[src/rtl/alu_seq.sv]
// Multi-cycle ALU: single-cycle logic/arith, bit-serial shifts, shift-add multiply.
// Operands and results each move on their own valid/ready handshake.
module alu_seq #(
  parameter int WIDTH = 8,
  parameter int SHW   = $clog2(WIDTH) + 1
) (
  input  logic             clk,
  input  logic             reset,
  input  logic             in_valid,
  output logic             in_ready,
  input  logic [WIDTH-1:0] in1,
  input  logic [WIDTH-1:0] in2,
  input  logic [4:0]       operation,
  output logic             out_valid,
  input  logic             out_ready,
  output logic [WIDTH-1:0] out,
  output logic             equal,
  output logic             less,
  output logic             carry,
  output logic             zero,
  output logic             err
);

  localparam logic [4:0] OP_AND = 5'b00000;
  localparam logic [4:0] OP_OR  = 5'b00001;
  localparam logic [4:0] OP_NOT = 5'b00010;
  localparam logic [4:0] OP_XOR = 5'b00011;
  localparam logic [4:0] OP_ADD = 5'b00100;
  localparam logic [4:0] OP_SUB = 5'b00101;
  localparam logic [4:0] OP_PAR = 5'b00110;
  localparam logic [4:0] OP_MUL = 5'b00111;
  localparam logic [4:0] OP_LSL = 5'b10000;
  localparam logic [4:0] OP_LSR = 5'b10001;
  localparam logic [4:0] OP_ASR = 5'b10010;

  localparam int DW = 2 * WIDTH;
  localparam logic [WIDTH-1:0] W_VAL = WIDTH'(WIDTH);
  localparam logic [SHW-1:0]   W_CNT = SHW'(WIDTH);

  typedef enum logic [1:0] {
    S_IDLE,
    S_BUSY,
    S_DONE
  } state_t;

  state_t           state_q, state_d;
  logic [4:0]       op_q, op_d;
  logic [SHW-1:0]   cnt_q, cnt_d;
  logic [DW-1:0]    acc_q, acc_d;
  logic [DW-1:0]    opa_q, opa_d;
  logic [WIDTH-1:0] opb_q, opb_d;
  logic [WIDTH-1:0] out_q, out_d;
  logic             equal_q, equal_d;
  logic             less_q, less_d;
  logic             carry_q, carry_d;
  logic             zero_q, zero_d;
  logic             err_q, err_d;

  logic             accept;
  logic             is_mul;
  logic             is_shift;
  logic [SHW-1:0]   amt;
  logic [WIDTH:0]   sum;
  logic [WIDTH:0]   dif;
  logic [WIDTH-1:0] alu_res;
  logic             alu_c;
  logic             alu_err;
  logic [WIDTH-1:0] sh_cur;
  logic [WIDTH-1:0] sh_nx;
  logic [DW-1:0]    acc_nx;

  assign in_ready = (state_q == S_IDLE) && !reset;
  assign accept   = in_valid && in_ready;
  assign is_mul   = (operation == OP_MUL);
  assign is_shift = (operation == OP_LSL) ||
                    (operation == OP_LSR) ||
                    (operation == OP_ASR);

  // Shifting WIDTH times already yields the saturated result.
  assign amt = (in2 >= W_VAL) ? W_CNT : in2[SHW-1:0];
  assign sum = {1'b0, in1} + {1'b0, in2};
  assign dif = {1'b0, in1} - {1'b0, in2};

  always_comb begin
    alu_res = '0;
    alu_c   = 1'b0;
    alu_err = 1'b0;
    unique case (operation)
      OP_AND: alu_res = in1 & in2;
      OP_OR:  alu_res = in1 | in2;
      OP_NOT: alu_res = ~in1;
      OP_XOR: alu_res = in1 ^ in2;
      OP_ADD: begin
        alu_res = sum[WIDTH-1:0];
        alu_c   = sum[WIDTH];
      end
      OP_SUB: begin
        alu_res = dif[WIDTH-1:0];
        alu_c   = dif[WIDTH];
      end
      OP_PAR: alu_res = WIDTH'(^in1);
      OP_MUL: alu_res = '0;
      OP_LSL, OP_LSR, OP_ASR: alu_res = in1;
      default: begin
        alu_res = '1;
        alu_err = 1'b1;
      end
    endcase
  end

  assign sh_cur = opa_q[WIDTH-1:0];
  assign acc_nx = opb_q[0] ? acc_q + opa_q : acc_q;

  always_comb begin
    sh_nx = sh_cur;
    unique case (op_q)
      OP_LSL:  sh_nx = {sh_cur[WIDTH-2:0], 1'b0};
      OP_LSR:  sh_nx = {1'b0, sh_cur[WIDTH-1:1]};
      OP_ASR:  sh_nx = {sh_cur[WIDTH-1], sh_cur[WIDTH-1:1]};
      default: sh_nx = sh_cur;
    endcase
  end

  always_comb begin
    state_d = state_q;
    op_d    = op_q;
    cnt_d   = cnt_q;
    acc_d   = acc_q;
    opa_d   = opa_q;
    opb_d   = opb_q;
    out_d   = out_q;
    equal_d = equal_q;
    less_d  = less_q;
    carry_d = carry_q;
    zero_d  = zero_q;
    err_d   = err_q;
    unique case (state_q)
      S_IDLE: begin
        if (accept) begin
          op_d    = operation;
          equal_d = (in1 == in2);
          less_d  = (in1 < in2);
          opa_d   = {{WIDTH{1'b0}}, in1};
          opb_d   = in2;
          acc_d   = '0;
          if (is_mul) begin
            cnt_d   = W_CNT;
            state_d = S_BUSY;
          end else if (is_shift && amt != '0) begin
            cnt_d   = amt;
            state_d = S_BUSY;
          end else begin
            state_d = S_DONE;
            out_d   = alu_res;
            carry_d = alu_c;
            err_d   = alu_err;
            zero_d  = (alu_res == '0);
          end
        end
      end
      S_BUSY: begin
        cnt_d = cnt_q - SHW'(1);
        if (op_q == OP_MUL) begin
          acc_d = acc_nx;
          opa_d = opa_q << 1;
          opb_d = opb_q >> 1;
        end else begin
          opa_d = {{WIDTH{1'b0}}, sh_nx};
        end
        // The last step lands directly in DONE with the finished result.
        if (cnt_q == SHW'(1)) begin
          state_d = S_DONE;
          err_d   = 1'b0;
          if (op_q == OP_MUL) begin
            out_d   = acc_nx[WIDTH-1:0];
            carry_d = |acc_nx[DW-1:WIDTH];
            zero_d  = (acc_nx[WIDTH-1:0] == '0);
          end else begin
            out_d   = sh_nx;
            carry_d = 1'b0;
            zero_d  = (sh_nx == '0);
          end
        end
      end
      S_DONE: begin
        if (out_ready) state_d = S_IDLE;
      end
      default: state_d = S_IDLE;
    endcase
  end

  always_ff @(posedge clk) begin
    if (reset) begin
      state_q <= S_IDLE;
      op_q    <= '0;
      cnt_q   <= '0;
      acc_q   <= '0;
      opa_q   <= '0;
      opb_q   <= '0;
      out_q   <= '0;
      equal_q <= 1'b0;
      less_q  <= 1'b0;
      carry_q <= 1'b0;
      zero_q  <= 1'b0;
      err_q   <= 1'b0;
    end else begin
      state_q <= state_d;
      op_q    <= op_d;
      cnt_q   <= cnt_d;
      acc_q   <= acc_d;
      opa_q   <= opa_d;
      opb_q   <= opb_d;
      out_q   <= out_d;
      equal_q <= equal_d;
      less_q  <= less_d;
      carry_q <= carry_d;
      zero_q  <= zero_d;
      err_q   <= err_d;
    end
  end

  assign out_valid = (state_q == S_DONE);
  assign out       = out_q;
  assign equal     = equal_q;
  assign less      = less_q;
  assign carry     = carry_q;
  assign zero      = zero_q;
  assign err       = err_q;

endmodule

[config.mk]
export PLATFORM = sky130hd
export DESIGN_NAME = alu_seq
export DESIGN_NICKNAME = d
export VERILOG_FILES = /design/src/rtl/alu_seq.sv
export SDC_FILE = /design/constraint.sdc
export NUM_CORES = 1
export LEC_CHECK = 0
export ABC_AREA = 1
export CORE_MARGIN = 3
export CORE_UTILIZATION = 50
export CTS_CLUSTER_DIAMETER = 120
export DETAILED_ROUTE_END_ITERATION = 6
export GPL_ROUTABILITY_DRIVEN = 0
export PLACE_DENSITY = 0.69
export SLEW_MARGIN = 15
export SYNTH_ARGS = -nofsm -noshare
export SYNTH_HDL_FRONTEND = slang
export SYNTH_SLANG_ARGS = --single-unit
[constraint.sdc]
create_clock -name clk -period 4.1 [get_ports clk]
set_input_delay 1.025 -clock clk [delete_from_list [all_inputs] [get_ports clk]]
set_output_delay 1.025 -clock clk [all_outputs]
set_load 0.02 [all_outputs]
==> impl_metrics.prom, run 1 <==
# TYPE chip_impl_metric gauge
chip_impl_metric{name="drt_pre_antenna_iters",unit=""} 6
chip_impl_metric{name="power_leakage",unit="uW"} 0.003250
chip_impl_metric{name="post_layout_net_count",unit=""} 1108
chip_impl_metric{name="cts_hold_buf",unit=""} 0
chip_impl_info{name="synth_top_cell_by_area",value="dfxtp_1"} 1
chip_impl_metric{name="std_cell_rows",unit=""} 39
chip_impl_info{name="crit_path_capture_type",value="output port"} 1
chip_impl_metric{name="antenna_left",unit=""} 0
chip_impl_metric{name="syn-mean-instance-area",unit="sq um"} 5.861
chip_impl_metric{name="max_freq",unit="MHz"} 304.4
chip_impl_metric{name="worstMarginPinSlew",unit="ps"} 874.0
chip_impl_metric{name="filler_cell_count",unit=""} 1177
chip_impl_info{name="outcome",value="complete, no violations"} 1
chip_impl_metric{name="die_area",unit="sq um"} 13120
chip_impl_info{name="synth_flop_cell",value="dfxtp_1"} 1
chip_impl_metric{name="synth_area",unit="sq um"} 5891
chip_impl_metric{name="grt_max_degree",unit=""} 37
chip_impl_metric{name="htree_num_levels",unit=""} 3
chip_impl_metric{name="core_region",unit="sq um"} 11470
chip_impl_metric{name="die_width",unit="microns"} 114.5
chip_impl_metric{name="worst-r2r-cell-count",unit=""} 8
chip_impl_metric{name="clock-skew-final",unit="ps"} 6.844
chip_impl_info{name="cells_traversed_along_the_worst_timing_path",value="clkdlybuf4s50_1, nor3_2, clkdlybuf4s50_1"} 1
chip_impl_metric{name="maxCapViolations",unit=""} 0
chip_impl_metric{name="grt_remaining_overflow",unit=""} 0
chip_impl_info{name="tritoncts",value="done"} 1
chip_impl_info{name="final_cell_mix",value="nand2_1, inv_1, nor2_1"} 1
chip_impl_metric{name="synth_seq_area_share",unit="%"} 21.75
chip_impl_metric{name="grt_use_met2",unit="%"} 44.70
chip_impl_metric{name="grtUsageMet3",unit="%"} 3.753
chip_impl_metric{name="cts.sink_count",unit=""} 64
chip_impl_metric{name="final_layout_size_suffix_gt1_share",unit="%"} 6.820
chip_impl_metric{name="ys_types",unit=""} 40
chip_impl_metric{name="critPathMaxFanout",unit=""} 2
chip_impl_metric{name="port_buffers",unit=""} 39
chip_impl_metric{name="postRouteWirelength",unit="mm"} 17.00
chip_impl_metric{name="met1_usage",unit="%"} 34.65
chip_impl_info{name="netlist_top_cells_area",value="dfxtp_1, nand2_1, ha_1"} 1
chip_impl_metric{name="post_cts_buffers",unit=""} 0
chip_impl_metric{name="multi_input_gate_area_in_the_final_layout",unit="sq um"} 3919
chip_impl_metric{name="synth_edf_count",unit=""} 0
chip_impl_info{name="timing.critical_path.slowest_stage_cell",value="clkdlybuf4s50_1"} 1
chip_impl_metric{name="seq_area",unit="sq um"} 1281
chip_impl_info{name="clock-root-buffer",value="clkbuf_16"} 1
chip_impl_metric{name="timing_max_transition_violations_final",unit=""} 0
chip_impl_metric{name="worstPathBufferInverterCount",unit=""} 2
chip_impl_metric{name="min_path_cells",unit=""} 2
chip_impl_metric{name="synth_top_area_share",unit="%"} 21.75
chip_impl_metric{name="io_pins",unit=""} 40
chip_impl_metric{name="totalPowerFinal",unit="uW"} 1810
chip_impl_metric{name="place_hpwl",unit="mm"} 13.27
chip_impl_metric{name="timing.final.crit_share",unit="%"} 80.12
chip_impl_metric{name="clk_pin_slew_worst_paths",unit="ps"} 50
chip_impl_metric{name="initial_utilization",unit="%"} 51.37
chip_impl_metric{name="tritoncts.num_buffers",unit=""} 9
chip_impl_info{name="cp_common_cell",value="clkdlybuf4s50_1"} 1
chip_impl_metric{name="hold_slack",unit="ps"} 479.0
chip_impl_metric{name="detail_route.vias_per_cell",unit=""} 5.303
chip_impl_metric{name="routed_wirelength_normalized_by_instance_count",unit="microns"} 14.35
chip_impl_info{name="hold_path.class",value="reg2reg"} 1
chip_impl_info{name="critical_path.top_delay_family",value="buffers and inverters"} 1
chip_impl_metric{name="grt_use_total",unit="%"} 26.54
chip_impl_metric{name="num_antenna_cells",unit=""} 0
chip_impl_metric{name="clock_insertion_delay_worst_skew",unit="ps"} 330
chip_impl_metric{name="finalHoldViolCount",unit=""} 0
chip_impl_metric{name="synth-warning-count",unit=""} 0
chip_impl_metric{name="syn-instance-count",unit=""} 1005
chip_impl_metric{name="critical_path_arrival",unit="ps"} 2260
chip_impl_info{name="start_kind",value="input pin"} 1
chip_impl_metric{name="crit_required",unit="ps"} 3070
chip_impl_metric{name="critPathMaxStageDelay",unit="ps"} 630
chip_impl_metric{name="antenna_found_initial",unit=""} 0
chip_impl_metric{name="r2r_slack",unit="ps"} 1320
chip_impl_metric{name="power_density",unit="nW/um^2"} 272.1
chip_impl_metric{name="fin_setup_tns",unit="ps"} 0
chip_impl_metric{name="relSlewSlack",unit="%"} 41.60
chip_impl_info{name="worst_r2r_endpoint",value="out[4]$_SDFFE_PP0P_"} 1
chip_impl_info{name="timing_worst_setup_path_type",value="in2out"} 1
chip_impl_metric{name="setup_viol",unit=""} 0
chip_impl_metric{name="first_global_vias",unit=""} 5779
chip_impl_metric{name="total_number_of_vias",unit=""} 6279
chip_impl_info{name="setup_repair_after_global_routing_missed_its_margin",value="no"} 1
chip_impl_metric{name="worst_ir_drop_on_vdd",unit="mV"} 0.2005
chip_impl_metric{name="finalCriticalPeriod",unit="ps"} 3285
chip_impl_info{name="layout_commonest_cell",value="nand2_1"} 1
chip_impl_metric{name="first_pass_grt_wire_length",unit="mm"} 27.84
chip_impl_metric{name="drt_drc_violations_left",unit=""} 0
chip_impl_metric{name="die_h",unit="microns"} 114.5
chip_impl_metric{name="cts_resized",unit=""} 0
chip_impl_info{name="hold_start",value="equal$_SDFFE_PP0P_"} 1
chip_impl_metric{name="critical_path_stages",unit=""} 3
chip_impl_metric{name="ys_seq_elements",unit=""} 64
chip_impl_info{name="grt-busiest-layer",value="met2"} 1
chip_impl_metric{name="proportion_of_synthesized_flip_flops_having_asynchronous_set_or_reset",unit="%"} 0
chip_impl_info{name="worstReg2RegStart",value="state_q[0]$_SDFFE_PP0P_"} 1
chip_impl_metric{name="synthesis.nets",unit=""} 1077
chip_impl_metric{name="drt_first_iter_violations",unit=""} 408
chip_impl_metric{name="syn_to_final_growth",unit="%"} 12.94
chip_impl_metric{name="ctsLongestPathBuffers",unit=""} 2
chip_impl_info{name="hold-path-endpoint",value="equal$_SDFFE_PP0P_"} 1
==> worst reg2reg max path, stage by stage (launching register included) <==
cell and delay (ps):
dfxtp_1 420, inv_2 90, nor2_4 390, inv_2 390, nor2_4 790, nand3_1 250
o21ai_0 140, a21oi_1 80, a21oi_1 160
==> flip-flops by register name, summed over array words and instances, names as in the netlist <==
register,cells
cnt_q,4
state_q,2
opa_q,16
carry,1
err,1
out,8
less,1
acc_q,16
equal,1
zero,1
opb_q,8
op_q,5
==> cells in the mapped netlist (6+ instances only) <==
library cell	n
inv_2	11
dfxtp_1	64
a31oi_1	12
buf_2	10
inv_1	138
xnor2_1	6
nor2_1	86
or2_2	12
nand3_1	85
o21ai_0	45
ha_1	44
nand4_1	22
a21oi_1	68
clkbuf_1	9
nand2_1	331
nor2_2	8
==> final cells by class <==
type	count	area share, %
inverter	150	8.501
tap	143	2.689
sequential	64	19.26
clock buffer	9	3.385
timing repair buffer	45	6.545
multi-input combinational	766	58.91
clock inverter	7	0.7147
==> worst max path at each step <==
stage	from	endpoint	slack (ps)
after global placement	in1[1]	zero$_SDFFE_PP0P_	660
after detailed placement	in1[0]	zero$_SDFFE_PP0P_	620
after global routing	in1[0]	zero$_SDFFE_PP0P_	680
after floorplan	in1[0]	zero$_SDFFE_PP0P_	1440
after CTS	reset	in_ready	800
final	reset	in_ready	820
==> layer usage <==
layer / share of wire [%] / vias up / routed length, microns
met5: 0 / - / 0
met4: 2.1 / 0 / 350
met3: 6.2 / 27 / 1058
met2: 46 / 223 / 7830
met1: 46 / 2764 / 7756
li1: - / 3265 / -
==> report_power, final <==
group | total [uW] | internal, uW | switching (uW)
logic | 433 | 156 | 277
registers | 682 | 653 | 29.5
clock network | 695 | 408 | 287
==> cells by family after synthesis <==
family                     after synthesis  share of synthesized area [%]
buffers and inverters                  175                          11.72
adders and majority gates               47                          10.37
AOI/OAI and AO/OA                      139                          12.81
and+or+nand+nor                        572                          42.16
DFF                                     64                          21.75
xor gates and xnor gates                 8                          1.190
==> metrics by stage <==
step                cells  setup WS, ps  util, %  cell area (sq um)
finish               1184         815.3    58.01               6653
global route         1184         684.0    58.01               6653
CTS                  1184         802.1    58.01               6653
detailed placement   1168         615.4    55.64               6380
global placement     1168         657.2    55.64               6380
floorplan            1005          1435        -               5891
Power figures use the tool's default switching activity.
==> run 2, diff against run 1 <==
--- a/config.mk
+++ b/config.mk
@@ -11,7 +11,7 @@
 export CTS_CLUSTER_DIAMETER = 120
 export DETAILED_ROUTE_END_ITERATION = 6
 export GPL_ROUTABILITY_DRIVEN = 0
-export PLACE_DENSITY = 0.69
+export PLACE_DENSITY = 0.72
 export SLEW_MARGIN = 15
 export SYNTH_ARGS = -nofsm -noshare
 export SYNTH_HDL_FRONTEND = slang
==> constraint.sdc (replaced) <==
create_clock -name clk -period 2.9 [get_ports clk]
set_input_delay 0.725 -clock clk [delete_from_list [all_inputs] [get_ports clk]]
set_output_delay 0.725 -clock clk [all_outputs]
set_load 0.02 [all_outputs]
==> run 2 against run 1 <==
Net effect:
- clock skew fell by 2.5 ps
- total power grew 48%
- routed wire length shrank 0.69%
- cell area up 5.9%
- final cell count up 4.1%
- first-iteration DRC count up 2.7%
- clock-buffer cell count rose by 2
- clock power grew 51%
- register-to-register slack worse by 670 ps
- setup slack got worse by 590 ps
- sequential cell count unchanged
- largest cell class unchanged
- highest routed layer unchanged
==> impl_metrics.prom, run 2 (synthesized netlist as in run 1, its figures left out) <==
# TYPE chip_impl_metric gauge
chip_impl_metric{name="finish.cell_count_without_fillers",unit=""} 1233
chip_impl_metric{name="postRouteWirelength",unit="mm"} 16.88
chip_impl_metric{name="p_sw_share",unit="%"} 30.90
chip_impl_metric{name="drt_drc_violations_left",unit=""} 0
chip_impl_info{name="timing_worst_setup_path_type",value="in2out"} 1
chip_impl_metric{name="final_layout_size_suffix_gt1_share",unit="%"} 11.10
chip_impl_metric{name="max_freq",unit="MHz"} 374.0
chip_impl_metric{name="cts.sink_count",unit=""} 64
chip_impl_info{name="crit_path_capture_type",value="output port"} 1
chip_impl_metric{name="critical_path_arrival",unit="ps"} 1950
chip_impl_metric{name="initial_utilization",unit="%"} 51.37
chip_impl_metric{name="power.clock.fraction",unit="%"} 39.1
chip_impl_metric{name="r2r_slack",unit="ps"} 650
chip_impl_metric{name="syn_to_final_growth",unit="%"} 19.63
chip_impl_metric{name="drt_pre_antenna_iters",unit=""} 7
chip_impl_metric{name="htree_num_levels",unit=""} 3
chip_impl_metric{name="ctsLongestPathBuffers",unit=""} 2
chip_impl_metric{name="worst-r2r-cell-count",unit=""} 12
chip_impl_metric{name="port_buffers",unit=""} 39
chip_impl_metric{name="dpl_worst_slack",unit="ps"} -160.4
chip_impl_metric{name="grt_use_total",unit="%"} 26.31
chip_impl_metric{name="antenna_left",unit=""} 0
chip_impl_metric{name="num_antenna_cells",unit=""} 0
chip_impl_metric{name="maxCapViolations",unit=""} 0
chip_impl_metric{name="p_int",unit="uW"} 1856
chip_impl_metric{name="comb_power_share",unit="%"} 24.9
chip_impl_metric{name="power_leakage",unit="uW"} 0.003488
chip_impl_info{name="largest_regs",value="acc_q: 16 flops, opa_q: 16 flops"} 1
chip_impl_metric{name="finalCriticalPeriod",unit="ps"} 2674
chip_impl_info{name="cp_common_cell",value="clkdlybuf4s50_1"} 1
chip_impl_metric{name="tritoncts.num_buffers",unit=""} 9
chip_impl_metric{name="first_global_vias",unit=""} 6011
chip_impl_info{name="outcome",value="complete, no violations"} 1
chip_impl_metric{name="grt_max_degree",unit=""} 37
chip_impl_metric{name="routed_wirelength_normalized_by_instance_count",unit="microns"} 13.69
chip_impl_metric{name="worstMarginPinSlew",unit="ps"} 806.9
chip_impl_info{name="worst_r2r_endpoint",value="out[6]$_SDFFE_PP0P_"} 1
chip_impl_metric{name="place_hpwl",unit="mm"} 13.46
chip_impl_metric{name="core_region",unit="sq um"} 11470
chip_impl_metric{name="clk_pin_slew_worst_paths",unit="ps"} 50
chip_impl_metric{name="power_switching",unit="uW"} 830.0
chip_impl_metric{name="place_inst",unit=""} 1217
chip_impl_info{name="setup_repair_after_global_routing_missed_its_margin",value="no"} 1
chip_impl_info{name="cells_traversed_along_the_worst_timing_path",value="clkdlybuf4s50_1, nor3_2, clkdlybuf4s50_1"} 1
chip_impl_metric{name="clock-skew-final",unit="ps"} 4.322
chip_impl_metric{name="detail_route.vias_per_cell",unit=""} 5.239
chip_impl_metric{name="io_pins",unit=""} 40
chip_impl_info{name="crit_path_end",value="in_ready"} 1
chip_impl_metric{name="antenna_found_initial",unit=""} 0
chip_impl_metric{name="fin_setup_tns",unit="ps"} 0
chip_impl_metric{name="worst_ir_drop_on_vdd",unit="mV"} 0.2441
chip_impl_metric{name="die_h",unit="microns"} 114.5
chip_impl_metric{name="grt_remaining_overflow",unit=""} 0
chip_impl_metric{name="post_layout_net_count",unit=""} 1157
chip_impl_info{name="layout_commonest_cell",value="nand2_1"} 1
chip_impl_metric{name="die_width",unit="microns"} 114.5
chip_impl_metric{name="setup_viol",unit=""} 0
chip_impl_info{name="worstReg2RegStart",value="opa_q[0]$_SDFFE_PP0P_"} 1
chip_impl_metric{name="crit_required",unit="ps"} 2170
chip_impl_metric{name="timing_max_transition_violations_final",unit=""} 0
chip_impl_metric{name="finalHoldViolCount",unit=""} 0
chip_impl_metric{name="power_density",unit="nW/um^2"} 381.2
chip_impl_metric{name="drt_first_iter_violations",unit=""} 419
chip_impl_info{name="final_cell_mix",value="nand2_1, inv_1, nor2_1, nand3_1, a21oi_1"} 1
chip_impl_metric{name="std_cell_rows",unit=""} 39
chip_impl_info{name="tritoncts",value="done"} 1
chip_impl_info{name="timing.critical_path.from",value="reset"} 1
chip_impl_info{name="clock-root-buffer",value="clkbuf_16"} 1
chip_impl_metric{name="power_frac_seq",unit="%"} 36.0
chip_impl_metric{name="fin_ws",unit="ps"} 225.8
chip_impl_info{name="hold_path.class",value="reg2reg"} 1
chip_impl_metric{name="utilization_of_the_core_after_routing",unit="%"} 61.45
chip_impl_metric{name="timing.final.crit_share",unit="%"} 92.21
chip_impl_metric{name="post_cts_buffers",unit=""} 0
chip_impl_metric{name="total_number_of_vias",unit=""} 6460
chip_impl_metric{name="first_pass_grt_wire_length",unit="mm"} 28.21
chip_impl_metric{name="die_area",unit="sq um"} 13120
chip_impl_info{name="timing.critical_path.slowest_stage_cell",value="clkdlybuf4s50_1"} 1
chip_impl_metric{name="critPathMaxStageDelay",unit="ps"} 630
chip_impl_metric{name="relSlewSlack",unit="%"} 46.14
chip_impl_metric{name="critPathMaxFanout",unit=""} 2
chip_impl_metric{name="clock_insertion_delay_worst_skew",unit="ps"} 330
chip_impl_info{name="start_kind",value="input pin"} 1
run 2: how the worst min path moves through the flow:
stage	from	end	slack, ps	cells after the start
floorplan	opb_q[7]$_SDFFE_PP0P_	opb_q[7]$_SDFFE_PP0P_	440	2
global placement	out[5]$_SDFFE_PP0P_	out[5]$_SDFFE_PP0P_	460	2
detailed placement	equal$_SDFFE_PP0P_	equal$_SDFFE_PP0P_	460	2
CTS	opb_q[7]$_SDFFE_PP0P_	opb_q[7]$_SDFFE_PP0P_	470	2
global route	opb_q[7]$_SDFFE_PP0P_	opb_q[7]$_SDFFE_PP0P_	500	2
finish	opb_q[7]$_SDFFE_PP0P_	opb_q[7]$_SDFFE_PP0P_	470	2
run 2: per-stage QoR:
stage | instance area (sq um) | total power, uW | hold slack [ps]
6_report | 7047 | 2686 | 465.4
5_1_grt | 7047 | 2830 | 495.4
4_1_cts | 7038 | 2696 | 468.3
3_5_place_dp | 6748 | 1644 | 460.4
3_3_place_gp | 6748 | 1636 | 459.1
2_1_floorplan | 5891 | 1379 | 440.1
run 2: area by class of cell:
cell class | count | area (sq um)
fillers | 1150 | 4420
multi-input cells | 766 | 3928
flip-flops and latches | 64 | 1281
repair buffers | 94 | 803.3
inverters | 150 | 565.5
clock buffers | 11 | 232.7
well taps | 143 | 178.9
clock inverters | 5 | 57.56
run 2: power by group through the flow:
stage | clock (uW) | combinational (uW) | sequential, uW
after floorplan | 0 | 392 | 988
after global placement | 0 | 653 | 983
after detailed placement | 0 | 661 | 983
after CTS | 1070 | 665 | 965
after global routing | 1110 | 749 | 972
final | 1050 | 670 | 967
run 2: critical path, delay by kind of cell:
kind / cells / cell delay (ps)
buffers and inverters: 2 / 1060
and+or+nand+nor: 1 / 160
run 2: repair_timing:
item / in CTS / in global routing
setup endpoints to repair: 0 / 3
hold buffers: 0 / 0
gates resized for setup: 0 / 3
run 2: per-layer routing:
metal	vias to the layer above	GRT usage, %	routed length (microns)
met5	-	0	0
met4	0	8.630	385
met3	31	3.541	971
met2	182	44.51	7905
met1	2890	34.45	7614
li1	3357	-	-
